[src/rtl/stopwatch_core.sv]
// Purpose : N-digit BCD stopwatch timebase with a per-digit radix (10 or 6), a tick prescaler,
//           start/stop/lap/clear/load control, preload, and count-down-to-zero.
// Latency : every output is registered. A tick's count change appears on number one cycle after the tick.
// Backpr. : none; control inputs are single-cycle pulses, and pulses that do not apply in the current state are dropped.
// Ports   : clk, rst (async, active-high); start_stop, lap, clear, load (pulses); up_down (level);
//           preload[4N-1:0] (BCD); number[4N-1:0], running, lap_active, overflow (sticky), done (pulse).
module stopwatch_core #(
  parameter int                          NUMBER_OF_DIGITS            = 4,
  parameter int                          BOARD_CLOCK_FREQUENCY_IN_HZ = 100_000_000,
  parameter int                          TICK_RATE_IN_HZ             = 100,
  parameter logic [NUMBER_OF_DIGITS-1:0] RADIX6_MASK                 = 4'b1000
) (
  input  logic                          clk,
  input  logic                          rst,
  input  logic                          start_stop,
  input  logic                          lap,
  input  logic                          clear,
  input  logic                          load,
  input  logic                          up_down,
  input  logic [4*NUMBER_OF_DIGITS-1:0] preload,
  output logic [4*NUMBER_OF_DIGITS-1:0] number,
  output logic                          running,
  output logic                          lap_active,
  output logic                          overflow,
  output logic                          done
);

  localparam int DIV = BOARD_CLOCK_FREQUENCY_IN_HZ / TICK_RATE_IN_HZ;
  localparam int PW  = (DIV > 2) ? $clog2(DIV) : 1;
  localparam int W   = 4 * NUMBER_OF_DIGITS;

  if (DIV < 2) begin : g_bad_div
    $error("stopwatch_core: clock/tick ratio must be at least 2");
  end

  typedef enum logic [1:0] {IDLE, RUNNING, PAUSED} state_t;

  state_t          state;
  logic [PW-1:0]   prescaler;
  logic [W-1:0]    count;
  logic [W-1:0]    snapshot;

  logic            tick;
  logic [W-1:0]    count_inc;
  logic [W-1:0]    count_dec;
  logic [W-1:0]    count_step;
  logic [W-1:0]    preload_sat;
  logic            inc_carry;
  logic            dec_borrow;
  logic            stop_zero;
  logic            wrap;

  function automatic logic [3:0] digit_max(input int i);
    return RADIX6_MASK[i] ? 4'd5 : 4'd9;
  endfunction

  assign tick = (state == RUNNING) && (prescaler == PW'(DIV - 1));

  // Ripple increment and ripple decrement over all digits. Each digit wraps at its own radix.
  always_comb begin
    count_inc  = count;
    count_dec  = count;
    inc_carry  = 1'b1;
    dec_borrow = 1'b1;
    for (int i = 0; i < NUMBER_OF_DIGITS; i++) begin
      if (inc_carry) begin
        if (count[4*i +: 4] >= digit_max(i)) begin
          count_inc[4*i +: 4] = 4'd0;
        end else begin
          count_inc[4*i +: 4] = count[4*i +: 4] + 4'd1;
          inc_carry = 1'b0;
        end
      end
      if (dec_borrow) begin
        if (count[4*i +: 4] == 4'd0) begin
          count_dec[4*i +: 4] = digit_max(i);
        end else begin
          count_dec[4*i +: 4] = count[4*i +: 4] - 4'd1;
          dec_borrow = 1'b0;
        end
      end
    end
  end

  // A preload digit above its radix maximum loads as that maximum.
  always_comb begin
    preload_sat = preload;
    for (int i = 0; i < NUMBER_OF_DIGITS; i++) begin
      if (preload[4*i +: 4] > digit_max(i)) begin
        preload_sat[4*i +: 4] = digit_max(i);
      end
    end
  end

  // A down-count stops when it lands on zero, or when it is already at zero (this covers a start at zero).
  // The count never wraps downward.
  assign stop_zero = tick && !up_down && ((count == '0) || (count_dec == '0));
  assign wrap      = tick && up_down && inc_carry;

  always_comb begin
    count_step = count;
    if (tick) begin
      if (up_down)        count_step = count_inc;
      else if (stop_zero) count_step = '0;
      else                count_step = count_dec;
    end
  end

  always_ff @(posedge clk or posedge rst) begin
    if (rst) begin
      state      <= IDLE;
      prescaler  <= '0;
      count      <= '0;
      snapshot   <= '0;
      number     <= '0;
      running    <= 1'b0;
      lap_active <= 1'b0;
      overflow   <= 1'b0;
      done       <= 1'b0;
    end else begin
      done <= 1'b0;
      case (state)
        IDLE, PAUSED: begin
          lap_active <= 1'b0;
          if (clear) begin
            state     <= IDLE;
            count     <= '0;
            prescaler <= '0;
            overflow  <= 1'b0;
            number    <= '0;
            running   <= 1'b0;
          end else if (load) begin
            state     <= IDLE;
            count     <= preload_sat;
            prescaler <= '0;
            number    <= preload_sat;
            running   <= 1'b0;
          end else if (start_stop) begin
            state   <= RUNNING;
            running <= 1'b1;
          end
        end

        RUNNING: begin
          // Clear and load are ignored here. A tick is always applied before any pause or lap action.
          prescaler <= tick ? '0 : prescaler + 1'b1;
          count     <= count_step;
          if (wrap) overflow <= 1'b1;

          if (stop_zero) begin
            state      <= IDLE;
            running    <= 1'b0;
            done       <= 1'b1;
            lap_active <= 1'b0;
            number     <= count_step;
          end else if (start_stop) begin
            state      <= PAUSED;
            running    <= 1'b0;
            lap_active <= 1'b0;
            number     <= count_step;
          end else if (lap) begin
            if (lap_active) begin
              lap_active <= 1'b0;
              number     <= count_step;
            end else begin
              // The snapshot captures the count as it stands this cycle, before any tick in the same cycle.
              lap_active <= 1'b1;
              snapshot   <= count;
              number     <= count;
            end
          end else begin
            number <= lap_active ? snapshot : count_step;
          end
        end

        default: begin
          state      <= IDLE;
          running    <= 1'b0;
          lap_active <= 1'b0;
        end
      endcase
    end
  end

endmodule
[config.mk]
export PLATFORM = sky130hd
export DESIGN_NAME = stopwatch_core
export DESIGN_NICKNAME = d
export VERILOG_FILES = /design/src/rtl/stopwatch_core.sv
export SDC_FILE = /design/constraint.sdc
export NUM_CORES = 1
export LEC_CHECK = 0
export CORE_ASPECT_RATIO = 2
export CORE_UTILIZATION = 54
export CTS_CLUSTER_SIZE = 16
export DETAILED_ROUTE_END_ITERATION = 16
export MAX_ROUTING_LAYER = met4
export PLACE_DENSITY_LB_ADDON = 0.3
export SLEW_MARGIN = 15
export SYNTH_ARGS = -nofsm -noshare
export SYNTH_HDL_FRONTEND = slang
export SYNTH_SLANG_ARGS = --single-unit
[constraint.sdc]
create_clock -name clk -period 2.87 [get_ports clk]
set_clock_uncertainty 0.05 [all_clocks]
set_input_delay 0.574 -clock clk [delete_from_list [all_inputs] [get_ports clk]]
set_output_delay 0.574 -clock clk [all_outputs]
set_load 0.02 [all_outputs]
==> metrics.md <==
| Metric | Value |
|---|---|
| Largest cells by area after synthesis | dfrtp_1 35%, o21ai_0 6.2%, nand2_1 5.7%, a21oi_1 4.7%, nor2_1 4.1% |
| Yosys warning count | 0 |
| Syn Nets | 699 |
| Register area share after synthesis | 34.9% |
| Remaining antenna violation count | 0 |
| Leakage | 3.05 nW |
| Crit-path max cell delay | 0.60 ns |
| Antenna Diode Count | 0 |
| Worst endpoint data arrival time | 3.19 ns |
| Worst-margin pin slew | 1.18 ns |
| Crit. End Element | register |
| Synthesized cell area | 5310 um^2 |
| CTS buffer count | 9 |
| CP startpoint kind | register |
| Rel. slew slack | 21.2% |
| Fin cells | 924 |
| Sw frac | 33.2% |
| Hold Vio Cnt, Final | 0 |
| CTS Buffer Depth | 2 |
| First-pass GRT wire length | 31,400 um |
| CP bufs+invs | 1 |
| Clk root buf | clkbuf_16 |
| GR Util met1 | 45.0% |
| Drt wl/cell | 22.9 um |
| Largest net degree at the start of global routing | 75 |
| Max-cap violations | 0 |
| Final Max Tran Viols | 0 |
| Post-route cell area | 7270 um^2 |
| Final Critical Period | 2.97 ns |
| Top cell type's share of synthesized area | 34.9% |
| GRT busiest layer | met2 |
| Clock share of power | 32.4% |
| Number of synthesized flops with an enable pin | 0 |
| R2R Path End | number[7]$_DFFE_PP0P_ |
| Synth Area per Inst | 8.00 um^2 |
| TritonRoute pass-1 iters | 6 |
| Asr flop ratio synth | 100% |
| FILL cells | 725 |
| Required @ worst endpoint | 3.09 ns |
| DP Wirelength | 15,600 um |
| Cells after DPL | 895 |
| Internal power | 2.64 mW |
| Starting Density | 56.2% |
| Total GRT Usage | 42.7% |
| CP Cell Sequence | or4b_4, or4_4, or2_4, nor3_4, a311oi_2, buf_4, or3_4, a21oi_2 |
| CTS tree | done |
| Routing usage on met2 | 71.9% |
| Initial drt markers | 864 |
| Family with the most delay on the worst path | simple AND/OR/NAND/NOR gates |
| Clock Sinks | 74 |
| CP Class | register to register |
| Die Y-Extent | 142 um |
| Reg2reg start | prescaler[13]$_DFFE_PP0P_ |
| Total gr overflow | 0 |
| DR DRC count | 0 |
| Worst IR Drop VDD | 438 uV |
| Stages on worst setup path | 8 |
| #FFs+latches synth | 74 |
| Tightest Hold Check Type | register to register |
| Final #Nets | 826 |
| Worst reg2reg path depth | 8 |
| Dpl cell area | 6560 um^2 |
| Mapped Cells | 663 |
| Worst-skew pair later-pin latency | 0.34 ns |
| Share of post-route cells with drive strength above 1 | 26.7% |
| GR Util met3 | 5.67% |
| Power density cells | 543 nW/um^2 |
| Area leader, netlist | dfrtp_1 |
| Comb pwr share | 34.1% |
| Via density | 6.64 |
| Crit-path max FO | 8 |
| Die extent in x | 72.1 um |
| Slowest-stage cell, CP | or4_4 |
| Synth cell types | 79 |
| Initial antenna violation count | 0 |
| # rows | 50 |
| Crit share post-route | 103% |
| Vias in the first global route | 5,868 |
| Final setup viols | 15 |
| Setup ws final | -0.0985 ns |
| Reg2reg setup slack | -0.1 ns |
| Failing checks | setup timing |
| GP Congestion | 1.10 |
| P_sw | 1.31 mW |
| Top_reg_cell synth | dfrtp_1 |
| Fmax achieved | 337 MHz |
| Total die area | 10,200 um^2 |
| Total vias in the final route | 6,133 |
| Sequential Power Share | 33.5% |
| Drt total wl | 21,100 um |
| Clock slew at reported path FFs | 0.06 ns |
| H-tree level count | 3 |
| # IOs | 43 |
| Core box area | 9450 um^2 |
| Status | complete, but fails checks |
| Crit. Startpoint | prescaler[13]$_DFFE_PP0P_ |
| Port Buf Inserts | 42 |
| Area delta synth->final | 37.0% |
| RSZ-0062 raised after global routing | true |
| Critical Path End | number[7]$_DFFE_PP0P_ |
worst min path at each step:
stage / depth (start not counted) / slack, ns / end / startpoint
after floorplan: 1 / 0.42 / prescaler[2]$_DFFE_PP0P_ / prescaler[2]$_DFFE_PP0P_
after global placement: 1 / 0.43 / snapshot[11]$_DFFE_PP0P_ / snapshot[11]$_DFFE_PP0P_
after detailed placement: 1 / 0.44 / snapshot[15]$_DFFE_PP0P_ / snapshot[15]$_DFFE_PP0P_
after CTS: 1 / 0.46 / snapshot[12]$_DFFE_PP0P_ / snapshot[12]$_DFFE_PP0P_
after global routing: 1 / 0.49 / snapshot[11]$_DFFE_PP0P_ / snapshot[11]$_DFFE_PP0P_
final: 1 / 0.46 / snapshot[12]$_DFFE_PP0P_ / snapshot[12]$_DFFE_PP0P_
placed cells by master (no fill, tap or decap), drive strengths merged, types with 11 or more instances in the layout:
master and n:
nor3 21, clkdlybuf4s50 42, nand2 80, buf 116, o21ai 71, nor2 59, ha 13, nand3 24
inv 26, a21oi 52, dfrtp 74, a22oi 11, mux2 14
state kept, by name (all words and copies together) (netlist names):
| register | count |
|---|---|
| count | 16 |
| done | 1 |
| lap_active | 1 |
| number | 16 |
| overflow | 1 |
| prescaler | 20 |
| running | 1 |
| snapshot | 16 |
| state | 2 |
cell usage after synthesis, drive strengths merged (3+ instances only):
cell type,instances
nor4b,3
and4,5
nor2,59
nor3,21
o31ai,7
xor2,3
nor4,6
a22oi,11
a211oi,9
a41oi,6
o21ai,71
clkbuf,34
inv,26
ha,13
a221oi,4
dfrtp,74
nor3b,10
nand2b,8
and2,6
o22ai,7
o2111ai,3
or4b,3
nand4,6
and3,10
o211ai,9
buf,9
mux2,14
a21boi,5
or3,6
nand3,24
or3b,4
a21o,3
o21a,5
a311oi,3
a21oi,52
a31oi,10
nand2,80
power by group through the flow:
stage / Sequential (mW) / Clock, mW / Combinational (mW)
global placement: 1.31 / 0 / 1.19
floorplan: 1.34 / 0 / 0.644
global route: 1.34 / 1.32 / 1.43
CTS: 1.31 / 1.28 / 1.23
detailed placement: 1.32 / 0 / 1.21
finish: 1.32 / 1.28 / 1.35
stage by stage:
| step | TNS, ns | util (%) | setup WS (ns) | hold WS [ns] | power [mW] |
|---|---|---|---|---|---|
| 2_1_floorplan | 0 | - | 0.00949 | 0.421 | 1.98 |
| 3_3_place_gp | -3.41 | 69.5 | -0.252 | 0.434 | 2.50 |
| 3_5_place_dp | -4.02 | 69.5 | -0.248 | 0.442 | 2.54 |
| 4_1_cts | -0.145 | 73.9 | -0.0634 | 0.460 | 3.83 |
| 5_1_grt | -1.45 | 76.9 | -0.140 | 0.490 | 4.08 |
| 6_report | -0.496 | 76.9 | -0.0985 | 0.457 | 3.95 |
final cells by class:
cell class                 count  area (um^2)  area share (%)
clock buffer                  10          229            3.15
multi-input combinational    520         3440            47.4
clock inverter                 5          104            1.43
timing repair buffer         159         1380            19.0
tap                          130          163            2.24
inverter                      26         97.6            1.34
sequential                    74         1850            25.5
routing by layer:
metal	part of all wire (%)	wire, um	vias to the layer above
met3	7.1	1490	117
met2	51	10800	384
met5	0	0	-
li1	-	-	2705
met4	7.5	1590	0
met1	34	7240	2927
worst register-to-register path, cell delays in order (launching register included):
cell      delay (ns)
dfrtp_1         0.39
or4b_4          0.56
or4_4           0.60
or2_4           0.34
nor3_4          0.18
a311oi_2        0.08
buf_4           0.21
or3_4           0.35
a21oi_2         0.14
repair_timing:
| item | 4_1_cts | 5_1_grt |
|---|---|---|
| buffers inserted | 6 | 7 |
| gates resized for setup | 8 | 56 |
| gates cloned | 0 | 1 |
| endpoints found under the setup margin | 19 | 34 |
| pin swaps | 6 | 24 |
| hold buffers | 0 | 0 |
cells by family (layout without fill, tap and decap cells):
logic type | count (synthesis) | count (layout) | share of synthesized area [%]
buf+inv | 69 | 200 | 5.35
simple gates | 261 | 261 | 25.2
xor+xnor | 5 | 5 | 0.826
flops | 74 | 74 | 34.9
mux | 15 | 15 | 3.23
fa+ha+maj | 13 | 13 | 3.07
compound gates | 226 | 226 | 27.4
No activity file was read; power rests on OpenSTA's default activity.
